### config.mk
export PLATFORM = sky130hd
export DESIGN_NAME = result_writeback
export DESIGN_NICKNAME = d
export VERILOG_FILES = /design/src/rtl/result_writeback.sv
export SDC_FILE = /design/constraint.sdc
export NUM_CORES = 1
export LEC_CHECK = 0
export BUFFER_PORTS_ARGS = -buffer_cell sky130_fd_sc_hd__buf_2
export CORE_AREA = 2 2 273 275
export CTS_BUF_LIST = sky130_fd_sc_hd__clkbuf_2 sky130_fd_sc_hd__clkbuf_4 sky130_fd_sc_hd__clkbuf_8
export DETAILED_ROUTE_END_ITERATION = 12
export DIE_AREA = 0 0 275 277
export PLACE_DENSITY_LB_ADDON = 0.25
export RECOVER_POWER = 50
export SYNTH_ARGS = -nofsm -noshare
export SYNTH_HDL_FRONTEND = slang
export SYNTH_SLANG_ARGS = --single-unit
### constraint.sdc
create_clock -name clk -period 3.7 [get_ports clk]
set_input_delay 0.555 -clock clk [delete_from_list [all_inputs] [get_ports clk]]
set_output_delay 0.555 -clock clk [all_outputs]
set_load 0.03 [all_outputs]
### src/rtl/result_writeback.sv
// Result write-back stage for the operand-RAM datapath loop.
// Each issued micro-op's destination rides a LATENCY-deep delay line. When the
// matching postadder result emerges, it is written into the operand RAM port.
// A RAW scoreboard tells the issue side whether an address still has a write in flight.
module result_writeback #(
    parameter int DW      = 321,
    parameter int AW      = 9,
    parameter int LATENCY = 16,
    parameter int CW      = 16
) (
    input  logic          clk,
    input  logic          rst,
    input  logic          issue_valid,
    input  logic          issue_we,
    input  logic [AW-1:0] issue_dst,
    input  logic [DW-1:0] res_data,
    input  logic [AW-1:0] rd_addr,
    output logic          ram_wea,
    output logic [AW-1:0] ram_addra,
    output logic [DW-1:0] ram_dina,
    output logic          rd_hazard,
    output logic          busy,
    output logic          drain_done,
    output logic [CW-1:0] wr_count
);

    // Pending writes can reach LATENCY+1: LATENCY ops in the delay line plus one
    // op sitting in the write register.
    localparam int PW = $clog2(LATENCY + 2);

    // A slot carries a write only when it is both valid and writing; bubbles are dropped here.
    logic issue_wr;
    assign issue_wr = issue_valid & issue_we;

    // Delay line state: stage k holds the op issued k+1 cycles ago.
    logic [LATENCY-1:0] stage_v_reg;
    logic [AW-1:0]      stage_dst_reg [LATENCY];

    // Write-stage registers that drive the RAM port.
    logic               ram_wea_reg;
    logic [AW-1:0]      ram_addra_reg;
    logic [DW-1:0]      ram_dina_reg;

    // In-flight bookkeeping.
    logic [PW-1:0]      pending_reg;
    logic [PW-1:0]      pending_next;
    logic               busy_reg;
    logic               drain_done_reg;
    logic [CW-1:0]      wr_count_reg;

    // Per-stage address match against the read the issue side wants to do.
    logic [LATENCY-1:0] stage_hit;
    logic               issue_hit;
    logic               write_hit;

    // Delay line: shifts every cycle; there is no stall path.
    always_ff @(posedge clk) begin
        if (rst) begin
            stage_v_reg <= '0;
            for (int k = 0; k < LATENCY; k++) begin
                stage_dst_reg[k] <= '0;
            end
        end else begin
            stage_v_reg[0]   <= issue_wr;
            stage_dst_reg[0] <= issue_dst;
            for (int k = 1; k < LATENCY; k++) begin
                stage_v_reg[k]   <= stage_v_reg[k-1];
                stage_dst_reg[k] <= stage_dst_reg[k-1];
            end
        end
    end

    // Write stage: capture the result in the cycle it emerges, present it to the RAM next cycle.
    // Address and data hold their last values on idle cycles.
    always_ff @(posedge clk) begin
        if (rst) begin
            ram_wea_reg   <= 1'b0;
            ram_addra_reg <= '0;
            ram_dina_reg  <= '0;
        end else begin
            ram_wea_reg <= stage_v_reg[LATENCY-1];
            if (stage_v_reg[LATENCY-1]) begin
                ram_addra_reg <= stage_dst_reg[LATENCY-1];
                ram_dina_reg  <= res_data;
            end
        end
    end

    // Pending count: issues add, completed writes subtract, both together cancel out.
    always_comb begin
        pending_next = pending_reg;
        case ({issue_wr, ram_wea_reg})
            2'b10:   pending_next = pending_reg + PW'(1);
            2'b01:   pending_next = pending_reg - PW'(1);
            default: pending_next = pending_reg;
        endcase
    end

    // Count, busy flag and drain pulse all update together from the next-count value.
    always_ff @(posedge clk) begin
        if (rst) begin
            pending_reg    <= '0;
            busy_reg       <= 1'b0;
            drain_done_reg <= 1'b0;
        end else begin
            pending_reg    <= pending_next;
            busy_reg       <= (pending_next != '0);
            drain_done_reg <= (pending_reg == PW'(1)) && (pending_next == '0);
        end
    end

    // Lifetime write counter; wraps silently.
    always_ff @(posedge clk) begin
        if (rst) begin
            wr_count_reg <= '0;
        end else if (ram_wea_reg) begin
            wr_count_reg <= wr_count_reg + CW'(1);
        end
    end

    // One comparator per delay stage.
    generate
        for (genvar gi = 0; gi < LATENCY; gi++) begin : g_stage_hit
            assign stage_hit[gi] = stage_v_reg[gi] && (stage_dst_reg[gi] == rd_addr);
        end
    endgenerate

    // The issue term covers the op entering this cycle; the write term covers the
    // read/write collision on the RAM itself in the cycle the write lands.
    assign issue_hit = issue_wr && (issue_dst == rd_addr);
    assign write_hit = ram_wea_reg && (ram_addra_reg == rd_addr);
    assign rd_hazard = issue_hit | write_hit | (|stage_hit);

    assign ram_wea    = ram_wea_reg;
    assign ram_addra  = ram_addra_reg;
    assign ram_dina   = ram_dina_reg;
    assign busy       = busy_reg;
    assign drain_done = drain_done_reg;
    assign wr_count   = wr_count_reg;

endmodule

==> results by stage <==
Status:
- The flow ran to the end, but the final reports show violations.
- The checks that failed: capacitance limit, slew limit.

Timing:
- The worst relative slew slack is -1.19.
- The number of setup violations in the final report is 0.
- The final-report hold violation count is 0.
- The portion of the clock cycle consumed by the worst path in the final layout is 0.842.
- The timing-limited maximum frequency is 321 MHz.
- The slew at the pin closest to its max-slew limit is 3.29 ns.
- The final number of max-transition violations came to 138.
- Between clock sinks in the finished design, the worst skew comes to 0.0559 ns.
- After routing, the total negative slack on setup checks comes to 0 ns.
- Setup repair after global routing left no endpoint under its margin.
- Setup slack closes at 0.586 ns.
- Counting I/O delays and the setup requirement, the final critical path takes 3.11 ns.

Yosys:
- Each instance of the synthesized netlist takes up on average 10.7 um2.
- The share of synthesized area in the top cell type comes to 0.542.
- After synthesis the netlist holds a flip-flop and latch count of 514.
- The distinct cell type count of the synthesized netlist is 42.
- The warning count from the yosys run is 0.
- The share of the Yosys chip area taken by registers is 0.542.
- The mapped netlist covers 19000 um2.
- The number of nets in the synthesized netlist is 2130.
- For this run, asynchronously set or reset flops after synthesis account for 0.
- The number of flops mapped to enable cells by yosys is 0.
- The cell count after synthesis is 1781.
- The most used flip-flop cell after synthesis is dfxtp_1.
- Yosys attributes the largest share of cell area to dfxtp_1 (54%), mux2i_1 (17%), nor2_1 (7.0%).
- The cell taking the most area after synthesis is dfxtp_1.

Clock tree:
- The clock tree root driver cell is clkbuf_8.
- The number of buffers inserted during clock tree synthesis is 92.
- The clock transition at the registers of the reported paths is 0.06 ns.
- The number of hold buffers added after CTS was 0.
- TritonCTS built the clock tree.
- The CTS H-tree depth is 3.
- The clock latency on the worst-skew pair is 0.70 ns.
- The number of setup buffers added after CTS is 0.
- Clock tree synthesis found a total of 514 sinks.
- The number of gates resized after CTS was 0.
- The deepest clock path buffer count is 3.

Setup path:
- Among all stages on the critical path, the largest delay is contributed by clkbuf_2.
- By startpoint and endpoint, the worst setup path is classified as in2reg.
- The worst setup path is launched from a primary input.
- The largest single stage delay on the critical path is 2.19 ns.
- The sort of element at the end of the critical path is a flip-flop.
- The number of buffers and inverters on the critical path is 2.
- Walking the worst path, the cells encountered are clkbuf_2 > clkbuf_1 > nor2b_1.
- The arrival time of the worst setup path is 3.64 ns.
- The maximum net fanout on the critical path is 140.
- The top cell family by delay on the critical path is buffers and inverters.
- For the worst setup path, the data required time is 4.23 ns.

Final layout:
- The finished cells cover 25100 um2.
- The sequential cells in the finished layout cover a total of 10300 um2.
- The share of post-route cells with drive strength above 1 is 0.262.
- In the final layout, the multi-input gates occupy 7980 um2.
- The layout overhead on the synthesized area is 32.1%.
- For this run, the post-layout net count is 2831.
- The flip-flop count of the largest register after layout is 321.
- The number of filler cells placed in the layout is 7756.

Routing:
- Detailed routing placed a total of 36.0 mm of wire on met2.
- The number of antenna-violating nets in the routed design is 0.
- The initial detailed-routing violation count is 617.
- The number of remaining DRC errors is 0.
- The detailed router placed 15.1k vias in this run.
- The highest routed metal layer is met4.
- Dividing the detail-routed via count by the number of cells gives 4.29.
- Dividing the detail-routed wire length by the instance count gives 21.1 um.
- After detailed routing, the wire length on met1 is 28.9 mm.
- The met3 wirelength from detailed routing is 5.74 mm.
- Wires add up to 74.3 mm.
- The first-pass iteration count of the detailed router is 5.

Floorplanning:
- Pin placement for this block handled 693 I/O pins.
- For this configuration, the core starts out at a cell density of 0.258.
- The total area inside the core boundary comes to 73600 um2.
- The die covers 76200 um2.
- The die is 277 um tall.
- The floorplan has 100 rows.
- The die is 275 um wide.

Pwr:
- The maximum vdd ir drop is 0.258 mV.
- In this run the power density over the cells is 482 nW/um2.
- The internal power of the cells totals 9.24 mW.
- Of the total power, the share spent switching nets is 0.236.
- Of the total power, registers draw 0.460.
- The net switching power is 2.86 mW.
- The share of total power dissipated in the clock network is 0.495.
- The analysis attributes to cell leakage a power of 10.1 nW.
- Of the total power, combinational logic draws 0.045.

Hold path:
- In this run the worst hold path is classified as in2reg.

Global route:
- The number of antenna violations at the first check in global routing is 15.
- The wire length of the first global-routing pass is 104 mm.
- The pin count of the biggest net entering global routing is 141.
- The all-layer global routing usage is 0.186.
- The total overflow left after global routing is 0.
- The number of global-route vias before repair came to 15.1k.

Flow run:
- The count of maximum capacitance violations is 1.

Place:
- The instance area after placement is 23300 um2.
- OpenSTA, run right after detailed placement, puts the worst setup slack at 0.600 ns.
- Detailed placement finished with a half-perimeter wire length of 57.9 mm.
- The global placement routability congestion is 0.958.
- Input and output buffers added on the ports amount to 692.
power by group through the flow:
stage	Sequential (mW)	Clock, mW	Combinational (mW)
global placement	5.69	0	0.545
detailed placement	5.69	0	0.553
CTS	5.57	6.22	0.555
floorplan	5.68	0	0.246
global route	5.57	6.45	0.587
finish	5.57	5.98	0.543
stage by stage:
step            util  hold WS, ns  power [mW]  cells
2_1_floorplan      -        0.438        5.93   1781
3_3_place_gp   0.316        0.467        6.23   3357
3_5_place_dp   0.316        0.463        6.24   3357
4_1_cts        0.345      0.00377        12.3   3521
5_1_grt        0.341       0.0286        12.6   3526
6_report       0.341       0.0923        12.1   3528
worst register-to-register path, cell delays in order, from the launching register on:
cell     delay (ns)
dfxtp_1        0.58
inv_1          0.09
ha_1           0.52
nor2_1         0.11
mux2_1         0.31
a22o_1         0.23
a21oi_1        0.20
nand3_1        0.12
nor3_2         0.18
cells by family after synthesis:
| kind of cell | after synthesis | synth area share |
|---|---|---|
| AO/OA/AOI/OAI | 23 | 0.00784 |
| XOR/XNOR | 173 | 0.0798 |
| adder cells (fa/ha/maj) | 6 | 0.00395 |
| buffers and inverters | 124 | 0.0381 |
| flip-flops | 514 | 0.542 |
| multiplexers | 334 | 0.176 |
| AND/OR/NAND/NOR | 607 | 0.152 |
cell usage in the layout, fill, tap and decap left out, types with 5 or more instances in the layout:
cell,count
buf_4,23
xnor2_1,27
mux2i_1,332
nor2_1,352
nand2_1,12
nand3_1,6
o21ai_0,6
nor4_1,35
clkbuf_4,28
nand4_1,25
clkbuf_8,118
xor2_1,146
ha_1,6
diode_2,7
nor2b_1,160
dfxtp_1,513
inv_1,8
a21oi_1,8
buf_12,5
clkbuf_1,226
clkinv_2,5
buf_2,468
per-layer routing:
metal / global-route usage / up-vias
met5: 0 / -
met4: 0.0995 / 0
met3: 0.0577 / 146
met2: 0.318 / 536
met1: 0.205 / 7158
li1: - / 7289
path summary, 6_finish.rpt:
kind / from / endpoint / slack, ns / cells after the start
worst max-delay path: rst / stage_dst_reg[1][33] / 0.59 / 3
worst min-delay path: res_data[291] / ram_dina[291] / 0.09 / 3
worst max register to register: ram_wea / drain_done / 1.25 / 8
worst min register to register: stage_dst_reg[0][25] / stage_dst_reg[0][34] / 0.44 / 1
cell usage after synthesis (2+ instances only):
master / number
nor2b_1: 160
buf_6: 9
buf_2: 36
o21ai_0: 6
nor4_1: 35
nand3_1: 6
nor3_2: 2
or3_1: 4
nand4_1: 25
mux2i_1: 332
nor3_1: 3
buf_12: 8
inv_1: 8
ha_1: 6
clkbuf_1: 54
and3_1: 2
nor2_1: 352
dfxtp_1: 514
xor2_1: 146
nand2_1: 12
buf_1: 7
xnor2_1: 27
a21oi_1: 8
area by class of cell:
class / instances / share of cell area
Inverter: 8 / 0.00120
Clock inverter: 18 / 0.0104
Sequential cell: 514 / 0.410
Tap cell: 969 / 0.0483
Timing Repair Buffer: 723 / 0.138
Multi-Input combinational cell: 1143 / 0.318
Clock buffer: 146 / 0.0731
Antenna cell: 7 / 0.000698
Power figures use the tool's default switching activity.
